[src/rtl/regfile_seq.sv]
`default_nettype none
// +----------------------------------------------------------------------------+
// | Module   : regfile_seq                                                     |
// | Purpose  : Moore sequencer for the 8x16 register file datapath; runs one   |
// |            decoded instruction at a time and drives selects/load enables.  |
// | Options  : define REGSEQ_TRAP_EN to trap illegal opcodes in an err state.  |
// | Revision : 1.0  initial release                                            |
// +----------------------------------------------------------------------------+
module regfile_seq (
  input  logic       clk,
  input  logic       reset,
  input  logic       s,
  input  logic [2:0] opcode,
  input  logic [1:0] op,
  output logic       w,
  output logic [2:0] nsel,
  output logic       loada,
  output logic       loadb,
  output logic       asel,
  output logic       bsel,
  output logic       loadc,
  output logic       loads,
  output logic [1:0] vsel,
  output logic       write,
  output logic [1:0] alu_op,
  output logic       err
);

  localparam logic [3:0] S_WAIT   = 4'd0;
  localparam logic [3:0] S_DECODE = 4'd1;
  localparam logic [3:0] S_WR_IMM = 4'd2;
  localparam logic [3:0] S_GET_A  = 4'd3;
  localparam logic [3:0] S_GET_B  = 4'd4;
  localparam logic [3:0] S_ALU    = 4'd5;
  localparam logic [3:0] S_STATUS = 4'd6;
  localparam logic [3:0] S_WR_REG = 4'd7;
`ifdef REGSEQ_TRAP_EN
  localparam logic [3:0] S_TRAP   = 4'd8;
`endif

  localparam logic [2:0] c_NSEL_NONE = 3'b000;
  localparam logic [2:0] c_NSEL_RN   = 3'b001;
  localparam logic [2:0] c_NSEL_RD   = 3'b010;
  localparam logic [2:0] c_NSEL_RM   = 3'b100;

  localparam logic [1:0] c_VSEL_C    = 2'b00;
  localparam logic [1:0] c_VSEL_IMM  = 2'b10;

  logic [3:0] r_state;
  logic [3:0] w_next;
  logic [2:0] r_opcode;
  logic [1:0] r_op;

  logic w_is_movi;
  logic w_is_movr;
  logic w_is_add;
  logic w_is_and;
  logic w_is_cmp;
  logic w_is_mvn;

  // Decode works only on the latched copy so late input changes are ignored.
  assign w_is_movi = (r_opcode == 3'b110) && (r_op == 2'b10);
  assign w_is_movr = (r_opcode == 3'b110) && (r_op == 2'b00);
  assign w_is_add  = (r_opcode == 3'b101) && (r_op == 2'b00);
  assign w_is_and  = (r_opcode == 3'b101) && (r_op == 2'b10);
  assign w_is_cmp  = (r_opcode == 3'b101) && (r_op == 2'b01);
  assign w_is_mvn  = (r_opcode == 3'b101) && (r_op == 2'b11);

  // State register and instruction-field latch
  always_ff @(posedge clk) begin
    if (reset) begin
      r_state  <= S_WAIT;
      r_opcode <= 3'b000;
      r_op     <= 2'b00;
    end else begin
      r_state <= w_next;
      if ((r_state == S_WAIT) && s) begin
        r_opcode <= opcode;
        r_op     <= op;
      end
    end
  end

  // Next-state logic
  always_comb begin
    w_next = r_state;
    case (r_state)
      S_WAIT: begin
        if (s) w_next = S_DECODE;
      end
      S_DECODE: begin
        if (w_is_movi)                   w_next = S_WR_IMM;
        else if (w_is_movr || w_is_mvn)  w_next = S_GET_B;
        else if (w_is_add || w_is_and || w_is_cmp) w_next = S_GET_A;
        else begin
`ifdef REGSEQ_TRAP_EN
          w_next = S_TRAP;
`else
          w_next = S_WAIT;
`endif
        end
      end
      S_WR_IMM: w_next = S_WAIT;
      S_GET_A:  w_next = S_GET_B;
      S_GET_B:  w_next = w_is_cmp ? S_STATUS : S_ALU;
      S_ALU:    w_next = S_WR_REG;
      S_STATUS: w_next = S_WAIT;
      S_WR_REG: w_next = S_WAIT;
`ifdef REGSEQ_TRAP_EN
      S_TRAP:   w_next = S_TRAP;
`endif
      default:  w_next = S_WAIT;
    endcase
  end

  // Output decode
  always_comb begin
    w      = 1'b0;
    nsel   = c_NSEL_NONE;
    loada  = 1'b0;
    loadb  = 1'b0;
    asel   = 1'b0;
    bsel   = 1'b0;
    loadc  = 1'b0;
    loads  = 1'b0;
    vsel   = c_VSEL_C;
    write  = 1'b0;
    alu_op = r_op;
    err    = 1'b0;
    case (r_state)
      S_WAIT: w = 1'b1;
      S_WR_IMM: begin
        nsel  = c_NSEL_RN;
        vsel  = c_VSEL_IMM;
        write = 1'b1;
      end
      S_GET_A: begin
        nsel  = c_NSEL_RN;
        loada = 1'b1;
      end
      S_GET_B: begin
        nsel  = c_NSEL_RM;
        loadb = 1'b1;
      end
      S_ALU: begin
        loadc = 1'b1;
        asel  = w_is_movr || w_is_mvn;
      end
      S_STATUS: loads = 1'b1;
      S_WR_REG: begin
        nsel  = c_NSEL_RD;
        vsel  = c_VSEL_C;
        write = 1'b1;
      end
`ifdef REGSEQ_TRAP_EN
      S_TRAP: err = 1'b1;
`endif
      default: w = 1'b0;
    endcase
    // A reset landing mid-instruction must not commit anything this cycle.
    if (reset) begin
      write = 1'b0;
      loada = 1'b0;
      loadb = 1'b0;
      loadc = 1'b0;
      loads = 1'b0;
    end
  end

endmodule
`default_nettype wire
[config.mk]
export PLATFORM = sky130hd
export DESIGN_NAME = regfile_seq
export DESIGN_NICKNAME = d
export VERILOG_FILES = /design/src/rtl/regfile_seq.sv
export SDC_FILE = /design/constraint.sdc
export NUM_CORES = 1
export LEC_CHECK = 0
export ABC_AREA = 1
export BUFFER_PORTS_ARGS = -buffer_cell sky130_fd_sc_hd__buf_2
export CORE_AREA = 2 2 42 44
export CTS_BUF_LIST = sky130_fd_sc_hd__clkbuf_8
export CTS_CLUSTER_DIAMETER = 200
export DETAILED_ROUTE_END_ITERATION = 12
export DIE_AREA = 0 0 44 46
export PLACE_DENSITY_LB_ADDON = 0.3
export SLEW_MARGIN = 15
export SYNTH_ARGS = -nofsm -noshare
export SYNTH_HDL_FRONTEND = slang
export SYNTH_SLANG_ARGS = --single-unit
[constraint.sdc]
create_clock -name clk -period 1 [get_ports clk]
set_input_delay 0.15 -clock clk [delete_from_list [all_inputs] [get_ports clk]]
set_output_delay 0.15 -clock clk [all_outputs]
set_load 0.02 [all_outputs]
==> results.yml, run 1 <==
final_layout:
  fin_cells: 154
  finalNetCount: 146
  syn2layout_area_growth_pct: 107
  ff_latch_area_sq_um: 183
  mostFrequentLayoutCell: "buf_6"
  fillers: 119
  multi_input_area_sq_um: 494
  layout-drive-gt1-share: 0.752
  final_cell_mix: "21 x buf_6, 17 x buf_4, 13 x nand2_1, 8 x a21oi_2, 8 x buf_2"
  diodes: 0
cts:
  cts_tree: "done"
  cts_buffers: 3
  clkSinkCount: 8
  cts.path.max_buffers: 2
  cts-root-buf: "clkbuf_8"
  insertion_delay_ns: 0.23
  clkTransAtPathRegs_ns: 0.04
  h-tree-depth: 1
pwr:
  ir_worst_vdd_mv: 0.727
  p_comb_frac: 0.293
  seqPwrFrac: 0.333
  p_leak_uw: 0.000572
  p_clk_frac: 0.374
  power_density_mw_per_mm2: 883
  swShare: 0.298
  netSwitchingPower_uw: 320
  p_int_uw: 752
floorplanning:
  dieArea_sq_mm: 0.00202
  start_util: 0.364
  core.rowCount: 15
  pin_count: 24
  die_h_um: 46
  die_w_um: 44
  coreArea_sq_mm: 0.00161
worst_setup_path:
  path_class: "flip-flop to output port"
  crit_fanout: 4
  worstSetupStartpoint: "r_state[0]$_SDFFE_PP0P_"
  crit_path_cell_trace: "inv_4 -> nand2_4 -> nor2_4 -> nor2_2 -> nor2_2 -> buf_6"
  crit_path_frequent_cell: "nor2_2"
  max_stage_delay_ns: 0.36
  arrival_ns: 1.14
  cp-start-kind: "flip-flop"
  reg2regPathDepth: 10
  r2r_slack_ns: -0.18
  critPathCaptureType: "output port"
  worstPathRequired_ns: 0.85
  cp_slowest_cell: "dfxtp_4"
  r2r-start: "r_opcode[1]$_SDFFE_PP0P_"
timing:
  rsz0062_at_grt: "true"
  finalCritPeriodShare: 1.29
  hold_viol_final: 0
  finalCriticalPeriod_ns: 1.29
  finClkSkew_ns: 0.00548
  setup_viol: 19
  drv_slew: 0
  fmax_mhz: 778
  fin_ws_ns: -0.285
route:
  drt_wl_total_um: 1870
  detail_route.first_pass.iterations: 2
  drcViolationCount: 0
  dr_total_vias: 733
  via_per_inst: 4.76
  postRouteAntennaNets: 0
  wl_per_cell_um: 12.2
  drtIter0Drc: 7
synth:
  synth_cells: 88
  ys_seq_area_frac: 0.273
  yosysWarnings: 0
  synth_cell_types: 19
  syn_area_sq_um: 587
  synth-seq-cells: 8
  synth.avg_cell_area_sq_um: 6.67
outcome:
  violations: "negative setup slack"
  outcome: "finished, violations left"
placed_design:
  hpwl_um: 1140
  dp_cells: 136
  portBuffers: 20
  place.gp.congestion: 0.795
  pre_cts_slack_ns: -0.127
grt:
  grtUsageTotal: 0.209
  grt_pass1_wl_um: 3020
  grt_max_degree: 11
  grt_pass1_vias: 745
  antenna_found_initial: 0
  grt.overflow.total: 0
run:
  max_cap_violations: 0
min_path:
  min-delay-path-class: "input port to flip-flop"
  hold_depth: 3
  min_from: "opcode[0]"
-- logic make-up (layout without fill, tap and decap cells) --
kind of cell,count (synthesis),after routing,synth area share
simple gates,54,54,0.471
buf+inv,15,62,0.126
compound gates,10,10,0.124
flops,8,8,0.273
other cells,1,3,0.00639
-- cells in the mapped netlist --
cell	count	area, sq um
a21oi_1	4	20.0
a21oi_2	6	52.6
buf_2	1	5.00
buf_4	3	22.5
conb_1	1	3.75
dfxtp_1	8	160
inv_1	7	26.3
inv_2	3	11.3
inv_6	1	8.76
nand2_1	19	71.3
nand2_2	5	31.3
nand2_8	1	20.0
nand3_1	9	45.0
nand3_4	1	17.5
nor2_1	13	48.8
nor2_2	1	6.26
nor2_4	1	11.3
nor3_1	3	15.0
nor3_2	1	10.0
-- what timing repair did --
action / CTS / global route
hold endpoints to repair: 0 / 0
hold buffers: 0 / 0
endpoints found under the setup margin: 20 / 21
setup buffers: 13 / 4
resized for setup: 46 / 14
pin swaps: 16 / 8
-- metal layers --
layer	track usage	up-vias	wire length (um)
met5	0	-	0
met4	0.0727	0	40
met3	0.0675	4	69
met2	0.421	20	1090
met1	0.193	337	674
li1	-	372	-
-- registers in the layout, summed over array words and instances, names as in the netlist --
signal    count
r_state       3
r_opcode      3
alu_op        2
-- worst max-delay path, delay by kind of cell, from the launching register on --
family	cells	cell delay, ns
AND/OR/NAND/NOR	4	0.33
flip-flops	1	0.36
buffers and inverters	2	0.21
-- layout make-up --
type	instances	area share
multi-input combinational	67	0.407
timing repair buffer	47	0.345
sequential	8	0.151
inverter	11	0.0423
clock buffer	3	0.0340
tap	17	0.0175
clock inverter	1	0.00309
-- through the flow --
stage | TNS, ns | hold WS (ns) | power, uW | util | cell area [sq um]
2_1_floorplan | -0.188 | 0.287 | 510 | - | 678
3_3_place_gp | -0.705 | 0.430 | 578 | 0.539 | 870
3_5_place_dp | -0.818 | 0.441 | 579 | 0.539 | 870
4_1_cts | -3.13 | 0.171 | 1060 | 0.712 | 1150
5_1_grt | -4.53 | 0.175 | 1140 | 0.752 | 1210
6_report | -3.45 | 0.171 | 1070 | 0.752 | 1210
-- power groups by stage --
stage / Clock (uW) / Sequential (uW) / Combinational [uW]
2_1_floorplan: 0 / 371 / 140
3_3_place_gp: 0 / 362 / 215
3_5_place_dp: 0 / 362 / 216
4_1_cts: 412 / 359 / 292
5_1_grt: 435 / 359 / 342
6_report: 401 / 357 / 314
-- path summary, 6_finish.rpt --
check,endpoint
setup / recovery,write
hold reg to reg,alu_op[0]$_SDFFE_PP0P_
hold / removal,r_opcode[0]$_SDFFE_PP0P_
setup reg to reg,r_state[0]$_SDFFE_PP0P_
No activity file was read; power rests on OpenSTA's default activity.
==> run 2: changes to the inputs <==
--- a/config.mk
+++ b/config.mk
@@ -6,9 +6,9 @@
 export NUM_CORES = 1
 export LEC_CHECK = 0
 export ABC_AREA = 1
-export BUFFER_PORTS_ARGS = -buffer_cell sky130_fd_sc_hd__buf_2
+export BUFFER_PORTS_ARGS = -buffer_cell sky130_fd_sc_hd__clkbuf_2
 export CORE_AREA = 2 2 42 44
-export CTS_BUF_LIST = sky130_fd_sc_hd__clkbuf_8
+export CTS_BUF_LIST = sky130_fd_sc_hd__clkbuf_16
 export CTS_CLUSTER_DIAMETER = 200
 export DETAILED_ROUTE_END_ITERATION = 12
 export DIE_AREA = 0 0 44 46
==> results.yml, run 2 (synthesized netlist as in run 1, its figures left out) <==
timing:
  finalCriticalPeriod_ns: 1.28
  fmax_mhz: 784
  hold_slack_ns: 0.162
  finalCritPeriodShare: 1.28
  fin_ws_ns: -0.275
  drv_slew: 0
  rsz0062_at_grt: "true"
  hold_viol_final: 0
  finClkSkew_ns: 0.00381
  setup_viol: 19
worst_setup_path:
  worstPathRequired_ns: 0.85
  worstSetupStartpoint: "r_state[1]$_SDFFE_PP0P_"
  r2r-start: "r_state[1]$_SDFFE_PP0P_"
  path_class: "flip-flop to output port"
  path_buf_inv: 4
  cp_slowest_cell: "dfxtp_4"
  cp_top_family: "flip-flops"
  arrival_ns: 1.13
  crit_path_cell_trace: "inv_4 -> buf_6 -> nand3_4 -> clkinv_4 -> buf_8"
  critPathCaptureType: "output port"
  max_stage_delay_ns: 0.41
  crit_fanout: 6
  cp-start-kind: "flip-flop"
floorplanning:
  start_util: 0.364
  die_w_um: 44
  dieArea_sq_mm: 0.00202
  die_h_um: 46
  pin_count: 24
  coreArea_sq_mm: 0.00161
  core.rowCount: 15
final_layout:
  mostFrequentLayoutCell: "buf_4"
  layout-drive-gt1-share: 0.723
  syn2layout_area_growth_pct: 119
  final_cell_mix: "18 x buf_4, 13 x nand2_1, 12 x buf_6"
  finalNetCount: 146
  fin_util: 0.795
  diodes: 0
cts:
  clkTransAtPathRegs_ns: 0.04
  cts_buffers: 3
  cts.path.max_buffers: 2
  cts_tree: "done"
  insertion_delay_ns: 0.23
  h-tree-depth: 1
  clkSinkCount: 8
  cts-root-buf: "clkbuf_16"
pwr:
  ir_worst_vdd_mv: 1.02
  power_density_mw_per_mm2: 1060
  p_leak_uw: 0.000597
grt:
  grtUsageTotal: 0.198
  grt_pass1_wl_um: 2970
  antenna_found_initial: 0
  grt.overflow.total: 0
  grt_max_degree: 8
  grt_pass1_vias: 699
placed_design:
  portBuffers: 20
  hpwl_um: 1190
  place.gp.congestion: 0.787
route:
  drtIter0Drc: 7
  drt_wl_total_um: 1820
  dr_total_vias: 717
  detail_route.first_pass.iterations: 3
  postRouteAntennaNets: 0
  wl_per_cell_um: 11.8
  drcViolationCount: 0
  via_per_inst: 4.66
min_path:
  min_from: "opcode[0]"
  min-delay-path-class: "input port to flip-flop"
outcome:
  violations: "negative setup slack"
  outcome: "finished, violations left"
run:
  max_cap_violations: 0
-- run 2: layout make-up --
class,instances,area [sq um]
clock buffer,3,75.1
clock inverter,1,3.75
inverter,11,53.8
sequential,8,183
multi-input combinational,67,490
timing repair buffer,47,457
fill,107,330
tap,17,21.3
-- run 2: per-stage QoR --
stage / area, sq um / setup TNS (ns) / power [uW] / std cells / worst slack, ns
final: 1280 / -3.78 / 1360 / 154 / -0.275
after global routing: 1280 / -4.79 / 1420 / 154 / -0.334
after CTS: 1180 / -3.48 / 1330 / 149 / -0.321
after detailed placement: 885 / -0.884 / 579 / 138 / -0.135
after global placement: 885 / -0.684 / 577 / 138 / -0.109
after floorplan: 678 / -0.188 / 510 / 90 / -0.0910
-- run 2: what timing repair did --
| item | CTS | global route |
|---|---|---|
| setup endpoints to repair | 19 | 21 |
| hold endpoints to repair | 0 | 0 |
| hold buffers | 0 | 0 |
| buffers inserted | 7 | 5 |
| resized for setup | 42 | 25 |
| pin swaps | 10 | 11 |
-- run 2: worst register-to-register path, cell delays in order, from the launching register on --
cell      delay, ns
dfxtp_4        0.41
inv_4          0.06
buf_6          0.12
nand3_4        0.10
clkinv_4       0.08
buf_6          0.13
nand2_8        0.08
nand2_2        0.06
a21oi_2        0.11
-- run 2: final timing paths --
| path | end | slack [ns] | cells past startpoint |
|---|---|---|---|
| setup / recovery | w | -0.28 | 5 |
| hold / removal | r_opcode[0]$_SDFFE_PP0P_ | 0.16 | 3 |
| hold reg to reg | r_opcode[1]$_SDFFE_PP0P_ | 0.58 | 3 |
| setup reg to reg | alu_op[1]$_SDFFE_PP0P_ | -0.22 | 8 |
-- run 2: where the power goes --
| part | leakage [uW] | internal, uW | switching (uW) | total [uW] |
|---|---|---|---|---|
| clock | 0.0000423 | 520 | 151 | 671 |
| combinational | 0.000484 | 162 | 166 | 328 |
| sequential | 0.0000703 | 335 | 24.3 | 359 |
-- run 2: routing by layer --
layer | GRT usage | vias to the layer above | part of all wire
met5 | 0 | - | 0
met4 | 0.0545 | 0 | 0.0033
met3 | 0.0278 | 2 | 0.030
met2 | 0.391 | 18 | 0.61
met1 | 0.216 | 327 | 0.36
li1 | - | 370 | -
